**config.mk**
```make
export PLATFORM = sky130hd
export DESIGN_NAME = lsu_ctrl
export DESIGN_NICKNAME = d
export VERILOG_FILES = /design/src/rtl/lsu_pkg.sv /design/src/rtl/lsu_lane_align.sv /design/src/rtl/lsu_ctrl.sv
export SDC_FILE = /design/constraint.sdc
export NUM_CORES = 1
export LEC_CHECK = 0
export ABC_AREA = 1
export BUFFER_PORTS_ARGS = -buffer_cell sky130_fd_sc_hd__buf_4
export CORE_MARGIN = 4
export CORE_UTILIZATION = 30
export CTS_CLUSTER_SIZE = 25
export DETAILED_ROUTE_END_ITERATION = 10
export GPL_TIMING_DRIVEN = 0
export PLACE_DENSITY_LB_ADDON = 0.2
export RECOVER_POWER = 100
export SLEW_MARGIN = 10
export SYNTH_ARGS = -nofsm -noshare
export SYNTH_HDL_FRONTEND = slang
export SYNTH_SLANG_ARGS = --single-unit
```
**constraint.sdc**
```tcl
create_clock -name clk -period 2.9 [get_ports clk]
set_clock_uncertainty 0.2 [all_clocks]
set_input_delay 0.29 -clock clk [delete_from_list [all_inputs] [get_ports clk]]
set_output_delay 0.29 -clock clk [all_outputs]
set_load 0.05 [all_outputs]
```
**src/rtl/lsu_pkg.sv**
```systemverilog
// Shared types and constants for the load/store unit controller.
package lsu_pkg;

    typedef enum logic [1:0] {
        ST_IDLE  = 2'd0,
        ST_READ  = 2'd1,
        ST_WRITE = 2'd2,
        ST_RESP  = 2'd3
    } state_e;

    localparam logic [2:0] F3_LB  = 3'b000;
    localparam logic [2:0] F3_LH  = 3'b001;
    localparam logic [2:0] F3_LW  = 3'b010;
    localparam logic [2:0] F3_LBU = 3'b100;
    localparam logic [2:0] F3_LHU = 3'b101;

    localparam logic [1:0] ERR_OK       = 2'b00;
    localparam logic [1:0] ERR_MISALIGN = 2'b01;
    localparam logic [1:0] ERR_RANGE    = 2'b10;
    localparam logic [1:0] ERR_ILLEGAL  = 2'b11;

    localparam logic [2:0] MEM_WORD = 3'b010;

endpackage

```
**src/rtl/lsu_lane_align.sv**
```systemverilog
// Byte/half lane extraction with sign/zero extension for loads, and
// read-modify-write word merging for sub-word stores.
module lsu_lane_align
    import lsu_pkg::*;
(
    input  logic [31:0] word_i,
    input  logic [1:0]  off_i,
    input  logic [2:0]  type_i,
    input  logic [31:0] wdata_i,
    output logic [31:0] load_o,
    output logic [31:0] merge_o
);

    logic [7:0]  byte_c;
    logic [15:0] half_c;

    always_comb begin
        byte_c  = word_i[{off_i, 3'b000} +: 8];
        half_c  = off_i[1] ? word_i[31:16] : word_i[15:0];
        load_o  = word_i;
        merge_o = wdata_i;

        case (type_i)
            F3_LB:   load_o = {{24{byte_c[7]}}, byte_c};
            F3_LBU:  load_o = {24'd0, byte_c};
            F3_LH:   load_o = {{16{half_c[15]}}, half_c};
            F3_LHU:  load_o = {16'd0, half_c};
            default: load_o = word_i;
        endcase

        // Store types: only b/h reach here as sub-word, anything else is a full word.
        case (type_i)
            F3_LB: begin
                merge_o = word_i;
                merge_o[{off_i, 3'b000} +: 8] = wdata_i[7:0];
            end
            F3_LH: begin
                merge_o = word_i;
                merge_o[{off_i[1], 4'b0000} +: 16] = wdata_i[15:0];
            end
            default: merge_o = wdata_i;
        endcase
    end

endmodule

```
**src/rtl/lsu_ctrl.sv**
```systemverilog
// Load/store controller: accepts one byte-addressed RV32I access at a time and
// turns it into full-word memory reads/writes with a one-cycle response strobe.
module lsu_ctrl
    import lsu_pkg::*;
#(
    parameter int unsigned ADDR_WIDTH = 9
) (
    input  logic        clk,
    input  logic        rst_n,
    input  logic        req_valid,
    output logic        req_ready,
    input  logic        req_write,
    input  logic [2:0]  req_type,
    input  logic [31:0] req_addr,
    input  logic [31:0] req_wdata,
    output logic        rsp_valid,
    output logic [1:0]  rsp_err,
    output logic [31:0] rsp_rdata,
    output logic [31:0] mem_addr,
    output logic        mem_re,
    output logic        mem_we,
    output logic [2:0]  mem_type,
    output logic [31:0] mem_wdata,
    input  logic [31:0] mem_rdata
);

    state_e      state_q, state_d;
    logic        write_q, write_d;
    logic [2:0]  type_q,  type_d;
    logic [31:0] addr_q,  addr_d;
    logic [31:0] word_q,  word_d;
    logic [1:0]  err_q,   err_d;

    logic [1:0]  fault_c;
    logic [31:0] load_c;
    logic [31:0] merge_c;

    // word_q holds store data until READ replaces it with the merged or loaded word.
    lsu_lane_align u_align (
        .word_i  (mem_rdata),
        .off_i   (addr_q[1:0]),
        .type_i  (type_q),
        .wdata_i (word_q),
        .load_o  (load_c),
        .merge_o (merge_c)
    );

    // Fault classification in priority order: illegal, misaligned, out of range.
    always_comb begin
        fault_c = ERR_OK;
        if (req_write ? (req_type > F3_LW)
                      : ((req_type == 3'b011) || (req_type[2:1] == 2'b11))) begin
            fault_c = ERR_ILLEGAL;
        end else if (((req_type[1:0] == 2'b01) && req_addr[0]) ||
                     ((req_type == F3_LW) && (req_addr[1:0] != 2'b00))) begin
            fault_c = ERR_MISALIGN;
        end else if ((32'(req_addr[31:2]) >> ADDR_WIDTH) != 32'd0) begin
            fault_c = ERR_RANGE;
        end
    end

    always_comb begin
        state_d = state_q;
        write_d = write_q;
        type_d  = type_q;
        addr_d  = addr_q;
        word_d  = word_q;
        err_d   = err_q;

        case (state_q)
            ST_IDLE: begin
                if (req_valid) begin
                    write_d = req_write;
                    type_d  = req_type;
                    addr_d  = req_addr;
                    word_d  = req_wdata;
                    err_d   = fault_c;
                    if (fault_c != ERR_OK) begin
                        state_d = ST_RESP;
                    end else if (req_write && (req_type == F3_LW)) begin
                        state_d = ST_WRITE;
                    end else begin
                        state_d = ST_READ;
                    end
                end
            end
            ST_READ: begin
                word_d  = write_q ? merge_c : load_c;
                state_d = write_q ? ST_WRITE : ST_RESP;
            end
            ST_WRITE: state_d = ST_RESP;
            ST_RESP:  state_d = ST_IDLE;
            default:  state_d = ST_IDLE;
        endcase
    end

    always_ff @(posedge clk or negedge rst_n) begin
        if (!rst_n) begin
            state_q <= ST_IDLE;
            write_q <= 1'b0;
            type_q  <= 3'd0;
            addr_q  <= 32'd0;
            word_q  <= 32'd0;
            err_q   <= ERR_OK;
        end else begin
            state_q <= state_d;
            write_q <= write_d;
            type_q  <= type_d;
            addr_q  <= addr_d;
            word_q  <= word_d;
            err_q   <= err_d;
        end
    end

    // Outputs decode only state and registered request fields.
    assign req_ready = (state_q == ST_IDLE);
    assign mem_re    = (state_q == ST_READ);
    assign mem_we    = (state_q == ST_WRITE);
    assign mem_type  = MEM_WORD;
    assign mem_addr  = (mem_re || mem_we) ? {2'b00, addr_q[31:2]} : 32'd0;
    assign mem_wdata = mem_we ? word_q : 32'd0;
    assign rsp_valid = (state_q == ST_RESP);
    assign rsp_err   = rsp_valid ? err_q : ERR_OK;
    assign rsp_rdata = (rsp_valid && !write_q && (err_q == ERR_OK)) ? word_q : 32'd0;

endmodule

```
==> results of run 1 <==
==> final cells by class <==
class	count	area [µm²]	area share
clock buffer	9	225	0.0273
multi-input combinational	763	3320	0.402
tap	265	332	0.0402
clock inverter	7	83.8	0.0102
timing repair buffer	224	1500	0.182
sequential	72	1800	0.218
buffer	59	330	0.0400
inverter	173	654	0.0793
==> where the power goes <==
part	switching, µW	internal, µW	total, µW
Combinational	5290	1970	7250
Clock	508	685	1190
Sequential	358	1510	1870
==> kinds of logic after synthesis <==
logic type / count (synthesis) / share of synthesized area
flip-flops: 72 / 0.296
AND/OR/NAND/NOR: 632 / 0.419
AO/OA/AOI/OAI: 117 / 0.105
buffers and inverters: 232 / 0.161
adder cells (fa/ha/maj): 9 / 0.0185
other: 2 / 0.00123
==> flip-flops by register name (all words and copies together) (netlist names) <==
| signal | count |
|---|---|
| err_q | 2 |
| type_q | 3 |
| write_q | 1 |
| addr_q | 32 |
| word_q | 32 |
| state_q | 2 |
==> metrics by stage <==
stage,area [µm²],hold slack [ns],total power [µW],worst slack (ns),std cells
floorplan,6100,-0.206,7160,0.398,1067
global placement,7950,0.262,9360,0.292,1534
detailed placement,7950,0.265,9390,0.298,1534
CTS,8480,0.00549,10700,0.0663,1572
global route,8250,0.0349,11200,0.0310,1572
finish,8250,0.0134,10300,0.153,1572
==> synthesized netlist by cell type, drive strengths merged <==
library cell | count | area share
nand3 | 81 | 0.067
a31oi | 5 | 0.0051
clkinv | 2 | 0.0012
nor2 | 130 | 0.086
a21boi | 8 | 0.0099
buf | 33 | 0.038
a21oi | 46 | 0.038
o22a | 1 | 0.0014
ha | 9 | 0.018
nor3 | 1 | 0.00082
nand4 | 9 | 0.010
o22ai | 1 | 0.0010
clkbuf | 26 | 0.016
conb | 2 | 0.0012
inv | 171 | 0.11
dfrtp | 72 | 0.30
a22oi | 2 | 0.0025
nand2 | 411 | 0.25
o211ai | 6 | 0.0074
o21ai | 48 | 0.039
==> layout by cell type (no fill, tap or decap) <==
| master | count |
|---|---|
| nand2_1 | 407 |
| inv_1 | 169 |
| nor2_1 | 126 |
| buf_4 | 113 |
| nand3_1 | 80 |
| dfrtp_1 | 72 |
| clkbuf_2 | 61 |
| o21ai_0 | 48 |
| a21oi_1 | 46 |
| buf_2 | 35 |
| clkbuf_1 | 34 |
| dlygate4sd3_1 | 22 |
| clkbuf_4 | 10 |
| ha_1 | 9 |
| clkbuf_16 | 9 |
| nand4_1 | 8 |
| buf_6 | 7 |
| a21boi_0 | 6 |
| o211ai_1 | 6 |
| inv_6 | 5 |
| a31oi_1 | 5 |
| conb_1 | 5 |
| nand2_2 | 4 |
| clkinv_1 | 2 |
| nor2_4 | 2 |
| a22oi_1 | 2 |
| a21boi_1 | 2 |
| inv_2 | 1 |
| nor2_2 | 1 |
| nor2_8 | 1 |
| buf_1 | 1 |
| nand4_2 | 1 |
| nor3_1 | 1 |
| o22ai_1 | 1 |
| nand3_2 | 1 |
| o22a_1 | 1 |
| bufinv_16 | 1 |
| clkinvlp_4 | 1 |
| inv_8 | 1 |
==> timing repair <==
action                                  CTS  global route
hold buffers                             22             0
endpoints found under the hold margin    93             0
gates resized for setup                   2             0
endpoints found under the setup margin    9             0
==> routing by layer <==
| layer | vias up | GRT usage |
|---|---|---|
| met4 | 0 | 0.0604 |
| met3 | 40 | 0.0539 |
| met1 | 3298 | 0.298 |
| met5 | - | 0 |
| met2 | 290 | 0.317 |
| li1 | 3685 | - |
==> critical path, stage by stage, from the launching register on <==
cell and delay (ns):
dfrtp_1 0.40, inv_1 0.11, ha_1 0.17, clkbuf_1 0.41
clkbuf_2 0.39, nand2_1 0.09, inv_1 0.06, clkbuf_2 0.26
==> final timing paths <==
kind | to | slack [ns] | depth (start not counted)
setup / recovery | mem_wdata[3] | 0.15 | 7
hold / removal | addr_q[25] | 0.01 | 3
setup reg to reg | word_q[0] | 0.24 | 12
hold reg to reg | addr_q[22] | 0.28 | 2
max in group asynchronous | word_q[18] | 0.58 | 2
min in group asynchronous | addr_q[28] | 0.77 | 2
==> impl_metrics.toml, run 1 <==
[drt]
vias = 7313
antenna_left = 0
drcViolationCount = 0
wire_per_inst_um = 15.2
viasPerCell = 4.65
drt-total-wl_um = 23900
wl_met1_um = 10800
route.met3.wl_um = 2190
dr.pass1.iters = 8
route.met2.wl_um = 10400
drt_iter0_markers = 586
top_layer_used = "met4"

[cts]
cts_tree = "built"
clk_path_buf_depth = 2
root_buffer = "clkbuf_16"
clk_latency_ns = 0.35
clock_sinks = 72
postCtsSetupRepairBufs = 0
numCtsBuffers = 9
ctsHtreeMaxLevel = 3
clkTransAtPathRegs_ns = 0.07

[timing]
tightest_slew_ns = 1.90
setup_viol = 0
timing.fmax_mhz = 364
final_max_slew_viol_count = 73
period_minus_slack_ns = 2.75
hold_viol_final = 0
setup_tns_ns = 0
relSlewSlack = -0.265
rsz0062_at_grt = "no"
min_period_over_period = 0.947

[critical_path]
r2r_start = "addr_q[1]"
path_class = "reg2out"
startpoint_type = "flop"
worst_ep_arrival_time_ns = 2.26
cp-end-kind = "output pin"
cp-startpoint = "state_q[0]"
cp_max_fo = 10
cp.required_ns = 2.41

[hold_path]
min_from = "req_addr[25]"
min_path_type = "in2reg"

[power_and_ir_drop]
p_leak_uw = 0.00505
power.density_nw_per_um2 = 1250
irDropWorstVdd_v = 0.000557

[floorplanning]
core_um2 = 19700
die_x_um = 151
die_y_um = 151
ios = 208
fp.dieArea_um2 = 22700
row_count = 51
start_util = 0.309

[global_routing]
grt_util_all_layers = 0.211
grt_pass1_wl_um = 36900
antenna_found_initial = 0
grt_max_degree = 73
grt_overflow = 0
grt_pass1_vias = 6834

[job]
maxCapViolCount = 1

[layout]
syn_to_final_growth_pct = 35.4
finalNetCount = 1414
antenna_cells = 0
nFillCells = 2187
final_util = 0.418
drive_gt1_frac = 0.194

[synthesis]
syn_area_per_cell_um2 = 5.73
yosysWarnings = 0
netlist_instances = 1064
synth_cell_types = 32
syn_area_um2 = 6090
ys_seq_elements = 72
synth-seq-area-share = 0.296

[outcome]
status = "complete, but fails checks"
violations = "capacitance limit, slew limit"

[placed_design]
place.gp.congestion = 0.949
hpwl_um = 19000
io_buffer_count = 202
Note: power is estimated with default switching activity, not from simulation.
==> run 2, diff against run 1 <==
--- a/config.mk
+++ b/config.mk
@@ -5,7 +5,6 @@
 export SDC_FILE = /design/constraint.sdc
 export NUM_CORES = 1
 export LEC_CHECK = 0
-export ABC_AREA = 1
 export BUFFER_PORTS_ARGS = -buffer_cell sky130_fd_sc_hd__buf_4
 export CORE_MARGIN = 4
 export CORE_UTILIZATION = 30
==> run 2 against run 1 <==
The flow still finishes with violations (capacitance limit, slew limit). Count of clock-buffer cells in the layout stayed put. Area after synthesis is 12% lower. Sequential share of layout area is 1.7 points higher.
==> impl_metrics.toml, run 2 <==
[drt]
drt_iter0_markers = 517
antenna_left = 0
drt-total-wl_um = 21200
wire_per_inst_um = 19.2
viasPerCell = 5.24
dr.pass1.iters = 5
vias = 5767
drcViolationCount = 0

[power_and_ir_drop]
power.density_nw_per_um2 = 1270
p_seq_frac = 0.211
p_int_uw = 4300
switching_share = 0.558
clkPwrFrac = 0.122
p_leak_uw = 0.00350
p_sw_uw = 5430
comb_power_share = 0.666
irDropWorstVdd_v = 0.000628

[global_routing]
grt_overflow = 0
grt_pass1_vias = 5629
grt_max_degree = 73
grt_pass1_wl_um = 32100
antenna_found_initial = 0
grt_util_all_layers = 0.204

[synthesis]
synth_edf_count = 0
synth_async_sr_flop_share = 1.00
synth-seq-area-share = 0.335
synth_cell_types = 55
netlist_instances = 623
ys_top_cells_by_count = "and2_1 (100), dfrtp_1 (72), nor2_1 (39)"
synth_top_area_frac = 0.335
ys_seq_elements = 72
synth.area.top_cells = "dfrtp_1 (33%), and2_1 (12%), mux2_2 (7.9%)"
yosysMostFrequentCell = "and2_1"
synth_flop_cell = "dfrtp_1"
synth_top_area_cell = "dfrtp_1"
syn_area_per_cell_um2 = 8.64
syn_area_um2 = 5380
yosysWarnings = 0

[critical_path]
cp-end-kind = "flop"
crit_end = "word_q[1]"
cp.required_ns = 2.97
rr_endpoint = "word_q[1]"
worst-path-stages = 9
path_class = "reg2reg"
worst_ep_arrival_time_ns = 2.85
r2r_start = "addr_q[1]"
critPathTopFamily = "buffers and inverters"
critPathMaxStageDelay_ns = 0.47
cp_cell_sequence = "clkbuf_2 > buf_2 > inv_1 > ha_1 > or4b_1 > buf_2 > and2_0 > buf_2 > a31oi_1"
cp_max_fo = 10
startpoint_type = "flop"
reg2regPathDepth = 9
cp-startpoint = "addr_q[1]"
r2r_slack_ns = 0.11
path_common_cell = "buf_2"
worst-path-buf-inv = 5
crit_path_top_delay_cell = "dfrtp_2"

[timing]
min_period_over_period = 0.961
setup_slack_ns = 0.114
setup_viol = 0
timing.fmax_mhz = 359
period_minus_slack_ns = 2.79
fin_worst_hold_slack_ns = 0.00960
hold_viol_final = 0
rsz0062_at_grt = "no"
final_max_slew_viol_count = 73
relSlewSlack = -0.244
tightest_slew_ns = 1.87

[layout]
drive_gt1_frac = 0.321
final_cell_mix = "buf_4 (125), and2_1 (82), dfrtp_1 (71)"
largestRegisters = "addr_q x32, word_q x32, type_q x3"
syn_to_final_growth_pct = 42.4
postLayoutCellArea_um2 = 7660
finalNetCount = 982
final_common_cell = "buf_4"
nFillCells = 1838

[hold_path]
hold_depth = 2
min_path_type = "in2reg"

[cts]
ctsHtreeMaxLevel = 3
clkTransAtPathRegs_ns = 0.07
root_buffer = "clkbuf_16"
clk_latency_ns = 0.35
clk_path_buf_depth = 2
numCtsBuffers = 9
cts_tree = "built"
clock_sinks = 72

[floorplanning]
ios = 208
die_y_um = 142
die_x_um = 142
row_count = 48
fp.dieArea_um2 = 20100
start_util = 0.309
core_um2 = 17400

[placed_design]
hpwl_um = 16000
place_area_um2 = 7210
preCtsSetupSlack_ns = 0.00482
io_buffer_count = 202
place.gp.congestion = 0.956

[outcome]
violations = "capacitance limit, slew limit"
status = "complete, but fails checks"

[job]
maxCapViolCount = 1
-- run 2: cell count changes after synthesis, moves of 27 or more --
cell / previous run / this run
nor2_1: 126 / 39
nand2_1: 407 / 11
mux2_2: 0 / 38
nand3_1: 80 / 4
a31oi_1: 5 / 32
inv_1: 169 / 33
and2_1: 0 / 100
-- run 2: kinds of logic after synthesis --
group,after synthesis,synth area share
simple gates,211,0.235
fa+ha+maj,9,0.0209
buf+inv,87,0.0688
flops,72,0.335
other cells,2,0.00140
mux,62,0.126
compound gates,180,0.213
-- run 2: through the flow --
step | TNS [ns] | total power [µW] | cells | util
2_1_floorplan | 0 | 6670 | 626 | -
3_3_place_gp | -20.99 | 8730 | 1053 | 0.413
3_5_place_dp | 0 | 8770 | 1054 | 0.414
4_1_cts | 0 | 10000 | 1101 | 0.450
5_1_grt | 0 | 10300 | 1100 | 0.440
6_report | 0 | 9730 | 1101 | 0.440
-- run 2: cell type report --
cell class / count / area (µm²) / share of cell area
Antenna cell: 1 / 2.50 / 0.000326
Buffer: 52 / 233 / 0.0304
Clock buffer: 9 / 225 / 0.0294
Clock inverter: 7 / 83.8 / 0.0109
Inverter: 33 / 124 / 0.0162
Multi-Input combinational cell: 467 / 3270 / 0.426
Sequential cell: 72 / 1800 / 0.235
Tap cell: 225 / 282 / 0.0367
Timing Repair Buffer: 235 / 1650 / 0.215
-- run 2: what timing repair did --
action,CTS,global route
pin swaps,0,0
setup buffers,0,0
resized for setup,1,8
hold buffers,32,0
setup endpoints to repair,5,37
endpoints found under the hold margin,103,0
-- run 2: worst min-delay path by stage --
stage,from,end,slack (ns)
2_1_floorplan,rst_n,addr_q[0],-0.21
3_5_place_dp,addr_q[12],addr_q[12],0.29
6_report,req_write,write_q,0.01
3_3_place_gp,addr_q[21],addr_q[21],0.28
5_1_grt,req_write,write_q,0.01
4_1_cts,req_write,write_q,0.00007
-- run 2: routing by layer --
metal	up-vias	routed length (µm)	GRT usage
li1	2742	-	-
met1	2704	9200	0.290
met2	279	9510	0.314
met3	42	1870	0.0356
met4	0	573	0.0712
met5	-	0	0
-- run 2: power groups by stage --
stage	Clock [µW]	Sequential [µW]	Combinational (µW)
global placement	0	2040	6700
CTS	1210	2050	6750
detailed placement	0	2060	6700
floorplan	0	1810	4850
global route	1240	2140	6930
finish	1190	2050	6490
